### src/rtl/dmem_arbiter.sv
// Two-port arbiter in front of the single-port data memory (port 0 = CPU, port 1 = loader/debug).
// Optional bus locking for atomic read-modify-write is built when DMEM_ARB_LOCK_EN is defined.

module dmem_arbiter #(
   parameter int AW         = 32,
   parameter int DW         = 32,
   parameter int CNT_W      = 16,
   parameter int FIXED_PRIO = 0
) (
   input  logic             clk,
   input  logic             reset_n,

   input  logic             req0,
   input  logic             we0,
   input  logic [AW-1:0]    a0,
   input  logic [DW-1:0]    wd0,
   output logic             gnt0,
   output logic             rvalid0,
   output logic [DW-1:0]    rdata0,

   input  logic             req1,
   input  logic             we1,
   input  logic [AW-1:0]    a1,
   input  logic [DW-1:0]    wd1,
   output logic             gnt1,
   output logic             rvalid1,
   output logic [DW-1:0]    rdata1,

`ifdef DMEM_ARB_LOCK_EN
   input  logic             lock0,
   input  logic             lock1,
`endif

   output logic             mem_we,
   output logic [AW-1:0]    mem_a,
   output logic [DW-1:0]    mem_wd,
   input  logic [DW-1:0]    mem_rd,

   output logic [CNT_W-1:0] cnt0,
   output logic [CNT_W-1:0] cnt1
);

   logic last_gnt;   // 1 = port 1 was granted most recently
   logic rr_gnt0, rr_gnt1;
   logic arb_gnt0, arb_gnt1;

   // NOTE: every signal assigned in always_comb gets a default first, so no path leaves it unassigned and no latch is inferred.
   always_comb begin
      rr_gnt0 = 1'b0;
      rr_gnt1 = 1'b0;
      if (req0 && req1) begin
         if ((FIXED_PRIO != 0) || last_gnt) rr_gnt0 = 1'b1;
         else                               rr_gnt1 = 1'b1;
      end else begin
         rr_gnt0 = req0;
         rr_gnt1 = req1;
      end
   end

`ifdef DMEM_ARB_LOCK_EN
   localparam logic [1:0] IDLE  = 2'd0;
   localparam logic [1:0] LOCK0 = 2'd1;
   localparam logic [1:0] LOCK1 = 2'd2;

   logic [1:0] state, state_nxt;
   logic       hold0, hold1;

   // A lock persists only while its owner keeps both req and lock high; otherwise the cycle arbitrates as if idle.
   assign hold0 = (state == LOCK0) && req0 && lock0;
   assign hold1 = (state == LOCK1) && req1 && lock1;

   always_comb begin
      arb_gnt0  = rr_gnt0;
      arb_gnt1  = rr_gnt1;
      state_nxt = IDLE;
      if (hold0) begin
         arb_gnt0  = 1'b1;
         arb_gnt1  = 1'b0;
         state_nxt = LOCK0;
      end else if (hold1) begin
         arb_gnt0  = 1'b0;
         arb_gnt1  = 1'b1;
         state_nxt = LOCK1;
      end else if (rr_gnt0 && lock0) begin
         state_nxt = LOCK0;
      end else if (rr_gnt1 && lock1) begin
         state_nxt = LOCK1;
      end
   end

   always_ff @(posedge clk or negedge reset_n) begin
      if (!reset_n) state <= IDLE;
      else          state <= state_nxt;
   end
`else
   assign arb_gnt0 = rr_gnt0;
   assign arb_gnt1 = rr_gnt1;
`endif

   // Gating with reset_n keeps the memory from being written while reset is held.
   assign gnt0 = reset_n & arb_gnt0;
   assign gnt1 = reset_n & arb_gnt1;

   always_comb begin
      mem_we = 1'b0;
      mem_a  = '0;
      mem_wd = '0;
      if (gnt0) begin
         mem_we = we0;
         mem_a  = a0;
         mem_wd = wd0;
      end else if (gnt1) begin
         mem_we = we1;
         mem_a  = a1;
         mem_wd = wd1;
      end
   end

   // NOTE: sequential state uses non-blocking assignments so every flop samples pre-edge values regardless of block order.
   always_ff @(posedge clk or negedge reset_n) begin
      if (!reset_n) begin
         last_gnt <= 1'b1;
      end else if (gnt0) begin
         last_gnt <= 1'b0;
      end else if (gnt1) begin
         last_gnt <= 1'b1;
      end
   end

   always_ff @(posedge clk or negedge reset_n) begin
      if (!reset_n) begin
         rvalid0 <= 1'b0;
         rdata0  <= '0;
      end else begin
         rvalid0 <= gnt0 & ~we0;
         if (gnt0 && !we0) rdata0 <= mem_rd;
      end
   end

   always_ff @(posedge clk or negedge reset_n) begin
      if (!reset_n) begin
         rvalid1 <= 1'b0;
         rdata1  <= '0;
      end else begin
         rvalid1 <= gnt1 & ~we1;
         if (gnt1 && !we1) rdata1 <= mem_rd;
      end
   end

   // Counters saturate at all ones instead of wrapping.
   always_ff @(posedge clk or negedge reset_n) begin
      if (!reset_n) begin
         cnt0 <= '0;
         cnt1 <= '0;
      end else begin
         if (gnt0 && (cnt0 != '1)) cnt0 <= cnt0 + CNT_W'(1);
         if (gnt1 && (cnt1 != '1)) cnt1 <= cnt1 + CNT_W'(1);
      end
   end

endmodule

### config.mk
export PLATFORM = sky130hd
export DESIGN_NAME = dmem_arbiter
export DESIGN_NICKNAME = d
export VERILOG_FILES = /design/src/rtl/dmem_arbiter.sv
export SDC_FILE = /design/constraint.sdc
export NUM_CORES = 1
export LEC_CHECK = 0
export BUFFER_PORTS_ARGS = -buffer_cell sky130_fd_sc_hd__buf_4
export CORE_AREA = 5 5 126 128
export CTS_BUF_LIST = sky130_fd_sc_hd__clkbuf_16
export CTS_CLUSTER_SIZE = 12
export DETAILED_ROUTE_END_ITERATION = 16
export DIE_AREA = 0 0 131 133
export GPL_TIMING_DRIVEN = 1
export HOLD_SLACK_MARGIN = 0.15
export PLACE_DENSITY_LB_ADDON = 0.12
export SLEW_MARGIN = 20
export SYNTH_ARGS = -nofsm -noshare
export SYNTH_HDL_FRONTEND = slang
export SYNTH_SLANG_ARGS = --single-unit
### constraint.sdc
create_clock -name clk -period 3.05 [get_ports clk]
set_input_delay 0.305 -clock clk [delete_from_list [all_inputs] [get_ports clk]]
set_output_delay 0.305 -clock clk [all_outputs]
set_load 0.005 [all_outputs]
Yosys cells after proc, flatten, opt, wreduce, memory -nomap -nowiden
Index checks and enable logic that the tools add are counted.
{"block": "classes", "add_sub_neg": 2, "n_eq_ne": 2, "muxes": 12, "n_bitwise": 6, "n_reduce_logical": 8}
{"operator": "32-bit two-way mux", "count": 4}
{"operator": "16-bit by 1-bit adder with 16-bit output (second input constant)", "count": 2}
{"operator": "16-bit != test (second input constant)", "count": 2}
{"operator": "1-bit two-way mux", "count": 8}
{"operator": "1-bit logical AND", "count": 5}
{"operator": "1-bit AND", "count": 4}
{"operator": "1-bit logical NOT", "count": 2}
{"operator": "1-bit NOT", "count": 2}
{"operator": "2-bit nonzero test", "count": 1}
{"block": "totals", "ff_bits": 99, "in_bits": 166}

Depth between registers and ports, before layout
{"block": "logic_depth", "depth_word": 5, "ltp_mapped": 6}

Worst setup path after synthesis
OpenSTA, ideal clock, no wires.
{"block": "synth_path", "path_kind": "register to output", "from": "register last_gnt", "to": "output mem_a[13]", "t_arrival_ns": 1.599, "t_required_ns": 2.745, "setup_slack_ns": 1.146, "stages_incl_launch_ff": 7, "n_path_buf": 2, "cell_sequence": "dfstp_2 nand2b_1 nand3_1 inv_1 clkbuf_1 clkbuf_1 a22o_1"}
{"block": "synth_via", "elab_chain_len": 5, "elab_cells_between_ends": 8, "cone_classes": "mux (6); bitwise (2)"}
{"item": "start, declared", "line": "43", "source": "logic last_gnt;"}
{"item": "start signal, assigned", "line": "122", "source": "last_gnt <= 1'b1;"}
{"item": "start signal, assigned", "line": "124", "source": "last_gnt <= 1'b0;"}
{"item": "start signal, assigned", "line": "126", "source": "last_gnt <= 1'b1;"}
{"item": "1-bit two-way mux", "line": "52", "source": "if ((FIXED_PRIO != 0) || last_gnt) rr_gnt0 = 1'b1;"}
{"item": "1-bit two-way mux", "line": "51", "source": "if (req0 && req1) begin"}
{"item": "1-bit AND", "line": "102", "source": "assign gnt1 = reset_n & arb_gnt1;"}
{"item": "32-bit two-way mux", "line": "112", "source": "end else if (gnt1) begin"}
{"item": "32-bit two-way mux *", "line": "108", "source": "if (gnt0) begin"}
{"item": "end, declared", "line": "35", "source": "output logic [AW-1:0] mem_a,"}
Every way passes the cells marked *; elsewhere a longest branch is shown, timed or not.

Final worst setup path
{"block": "layout_path", "from": "input reset_n", "to": "output mem_a[8]"}
{"block": "layout_via", "elab_chain_len": 3, "elab_cells_between_ends": 4, "cone_classes": "mux (2); bitwise (2)"}
{"item": "start, declared", "line": "11", "source": "input logic reset_n,"}
{"item": "1-bit AND", "line": "102"}
{"item": "32-bit two-way mux", "line": "112"}
{"item": "32-bit two-way mux *", "line": "108"}
Marked as above.

==> impl_metrics.yaml <==
status:
  status: "finished clean"
critical_path:
  cp_slowest_stage_delay_ps: 560
  slowest_stage: "dlygate4sd3_1"
  path_max_fanout: 41
  path_buf_inv: 6
  r2r_slack_ps: 1100
  r2r_start: "last_gnt"
  rr_endpoint: "rdata0[12]"
  crit_top_cell: "buf_4"
  crit_path_start: "reset_n"
  cp_top_family: "buffers and inverters"
  end_kind: "output port"
  cp_data_arrival_time_ps: 2570
  critPathLaunchType: "primary input"
  crit_type: "primary input to output port"
  path_cells: "dlygate4sd3_1 > buf_4 > nand3_1 > buf_4 > inv_2 > buf_6 > a22o_1 > buf_4"
  critPathRequiredTime_ps: 2740
  r2r_cells: 6
global_route:
  antenna_found_initial: 0
  grt_pass1_wl_mm: 27.2
  grt_start_max_net_pins: 75
  grt_pass1_vias: 4629
  grtUsageTotal_pct: 20.3
  grt_overflow: 0
timing:
  fmax_mhz: 348
  rsz0062_at_grt: "no"
  drv_slew: 0
  period_share_pct: 94.2
  slew_headroom_pct: 36.6
  setup_violations: 0
  setup_tns_ps: 0
  finClkSkew_ps: 9.38
  period_minus_slack_ps: 2870
  hold_violations: 0
  tightest_slew_ps: 952
pwr:
  power-per-cell-area_mw_per_mm2: 565
  ir_drop_mv: 0.373
  p_total_mw: 4.38
  p_leak_nw: 3.93
floorplanning:
  num_rows: 45
  io_pins: 331
  die_area_mm2: 0.0174
  core_mm2: 0.0148
  die_w_um: 131
  die_h_um: 133
  initial_core_util_pct: 32.2
detailed_routing:
  ant_nets: 0
  drc: 0
  postRouteWirelength_mm: 18.7
  firstDrtPassIters: 5
  vias: 4497
  drt-initial-drc-count: 149
  wl_per_cell_um: 21.0
  viasPerCell: 5.06
logic_synthesis:
  synth_area_mm2: 0.00474
  synthCells: 367
  synthArstFlopShare_pct: 100
  avgSynthCellArea_um2: 12.9
  synth.area.top_cells: "dfrtp_1 (52%), mux2_2 (15%), a22o_1 (12%), xor2_1 (5.5%), nor3_1 (1.4%)"
  synthDominantCellAreaShare_pct: 51.7
  ys_seq_area_share_pct: 52.3
  ys.flop_type: "dfrtp_1"
  synth_cell_types: 31
  yosys_register_bits: 99
  syn_nets: 535
  yosysWarnings: 0
  synth_edf_count: 0
  synth_top_area_cell: "dfrtp_1"
finish:
  num_antenna_cells: 0
  seqCellArea_mm2: 0.00248
  final_cell_mix: "buf_4 (336), dfrtp_1 (98), a22o_1 (65), mux2_2 (65), xor2_1 (30)"
  finalInstanceArea_mm2: 0.00776
  multi_input_area_mm2: 0.00218
  area_growth_pct: 63.7
  final_nets: 863
  layout-drive-gt1-share_pct: 63.0
  n_fill_cell: 1338
  layout_commonest_cell: "buf_4"
placement:
  dpl-instance-area_mm2: 0.00745
  gp_congestion: 1.01
  portBuffers: 330
  dp_hpwl_mm: 15.1
clock_tree:
  cts_inserted_buffers: 9
  cts-root-buf: "clkbuf_16"
  clk_pin_slew_ps: 70
  post_cts_buffers: 0
  cts_tree: "built"
  clock_path_buffers: 2
  insertion_delay_ps: 340
  cts.sinks: 99
  htree_levels: 3
min_path:
  min_to: "rdata1[25]"
  hp-start: "mem_rd[25]"
  hp-class: "primary input to register"
  hold_depth: 2
job:
  maxCapViolations: 0
-- repair_timing --
item                                   CTS  global route
gates resized for setup                  0             1
setup endpoints to repair                0             3
hold buffers                             1             0
endpoints found under the hold margin   25             0
-- logic make-up (layout without fill, tap and decap cells) --
kind of cell    count (synthesis)  count (layout)  synth area share [%]
buf+inv                        24             357                  2.06
simple gates                   80              80                  11.8
xor+xnor                       30              30                  5.54
fa+ha+maj                       2               2                 0.527
mux                            66              66                  15.7
compound gates                 66              66                  12.1
flops                          99              99                  52.3
-- per-layer routing --
| metal | share of wire, % | track usage (%) | up-vias |
|---|---|---|---|
| met5 | 0 | 0 | - |
| met4 | 2.6 | 6.51 | 0 |
| met3 | 12 | 9.00 | 26 |
| met2 | 46 | 31.1 | 214 |
| met1 | 39 | 25.5 | 2219 |
| li1 | - | - | 2038 |
-- state kept, by name, summed over array words and instances, names as in the netlist --
name      count
rdata0       32
rdata1       32
cnt0         16
cnt1         16
last_gnt      1
rvalid0       1
rvalid1       1
-- cell usage after synthesis, types with 2 or more instances --
cell,number
or4b_4,2
nor2_1,6
nor4_1,6
clkbuf_1,14
nand4_1,7
dfrtp_1,98
mux2_2,65
xor2_1,30
a22o_1,65
nand3_1,8
buf_2,6
nand2_1,15
buf_1,2
and3_1,2
nor4_4,2
inv_1,2
nor3b_1,3
ha_1,2
nor3b_2,2
nand4_4,2
nor3_1,13
nor4_2,4
nor2_2,2
nand4_2,2
-- stage by stage --
stage                     util [%]  hold WS (ps)  std cells  worst slack, ps
after CTS                     52.6           192        888             45.2
after floorplan                  -          9.41        367             1150
after global routing          52.6           188        888             52.1
after detailed placement      50.5           152        871              668
after global placement        50.5           148        871              715
final                         52.6           204        888              176
-- report_power, final --
group	total [mW]	internal, mW	switching [mW]	leakage [nW]
clock	1.13	0.636	0.495	0.150
combinational	1.38	0.870	0.512	2.57
sequential	1.87	1.62	0.251	1.21
-- worst reg2reg max path, delay by kind of cell, from the launching register on --
| kind | cells | cell delay (ps) |
|---|---|---|
| buffers and inverters | 2 | 590 |
| DFF | 1 | 550 |
| muxes | 1 | 420 |
| and+or+nand+nor | 3 | 280 |
-- worst max-delay path by stage --
stage,endpoint,slack (ps),cells after the start
6_report,mem_a[8],180,8
5_1_grt,mem_a[8],50,8
4_1_cts,mem_a[8],50,8
3_5_place_dp,mem_a[8],670,7
3_3_place_gp,mem_a[8],710,7
2_1_floorplan,mem_a[13],1150,6
-- layout make-up --
class,instances,area share (%)
Sequential cell,99,31.9
Tap cell,188,3.03
Timing Repair Buffer,339,33.0
Multi-Input combinational cell,244,28.1
Clock inverter,7,0.903
Inverter,2,0.0967
Clock buffer,9,2.90
Power figures use the tool's default switching activity.
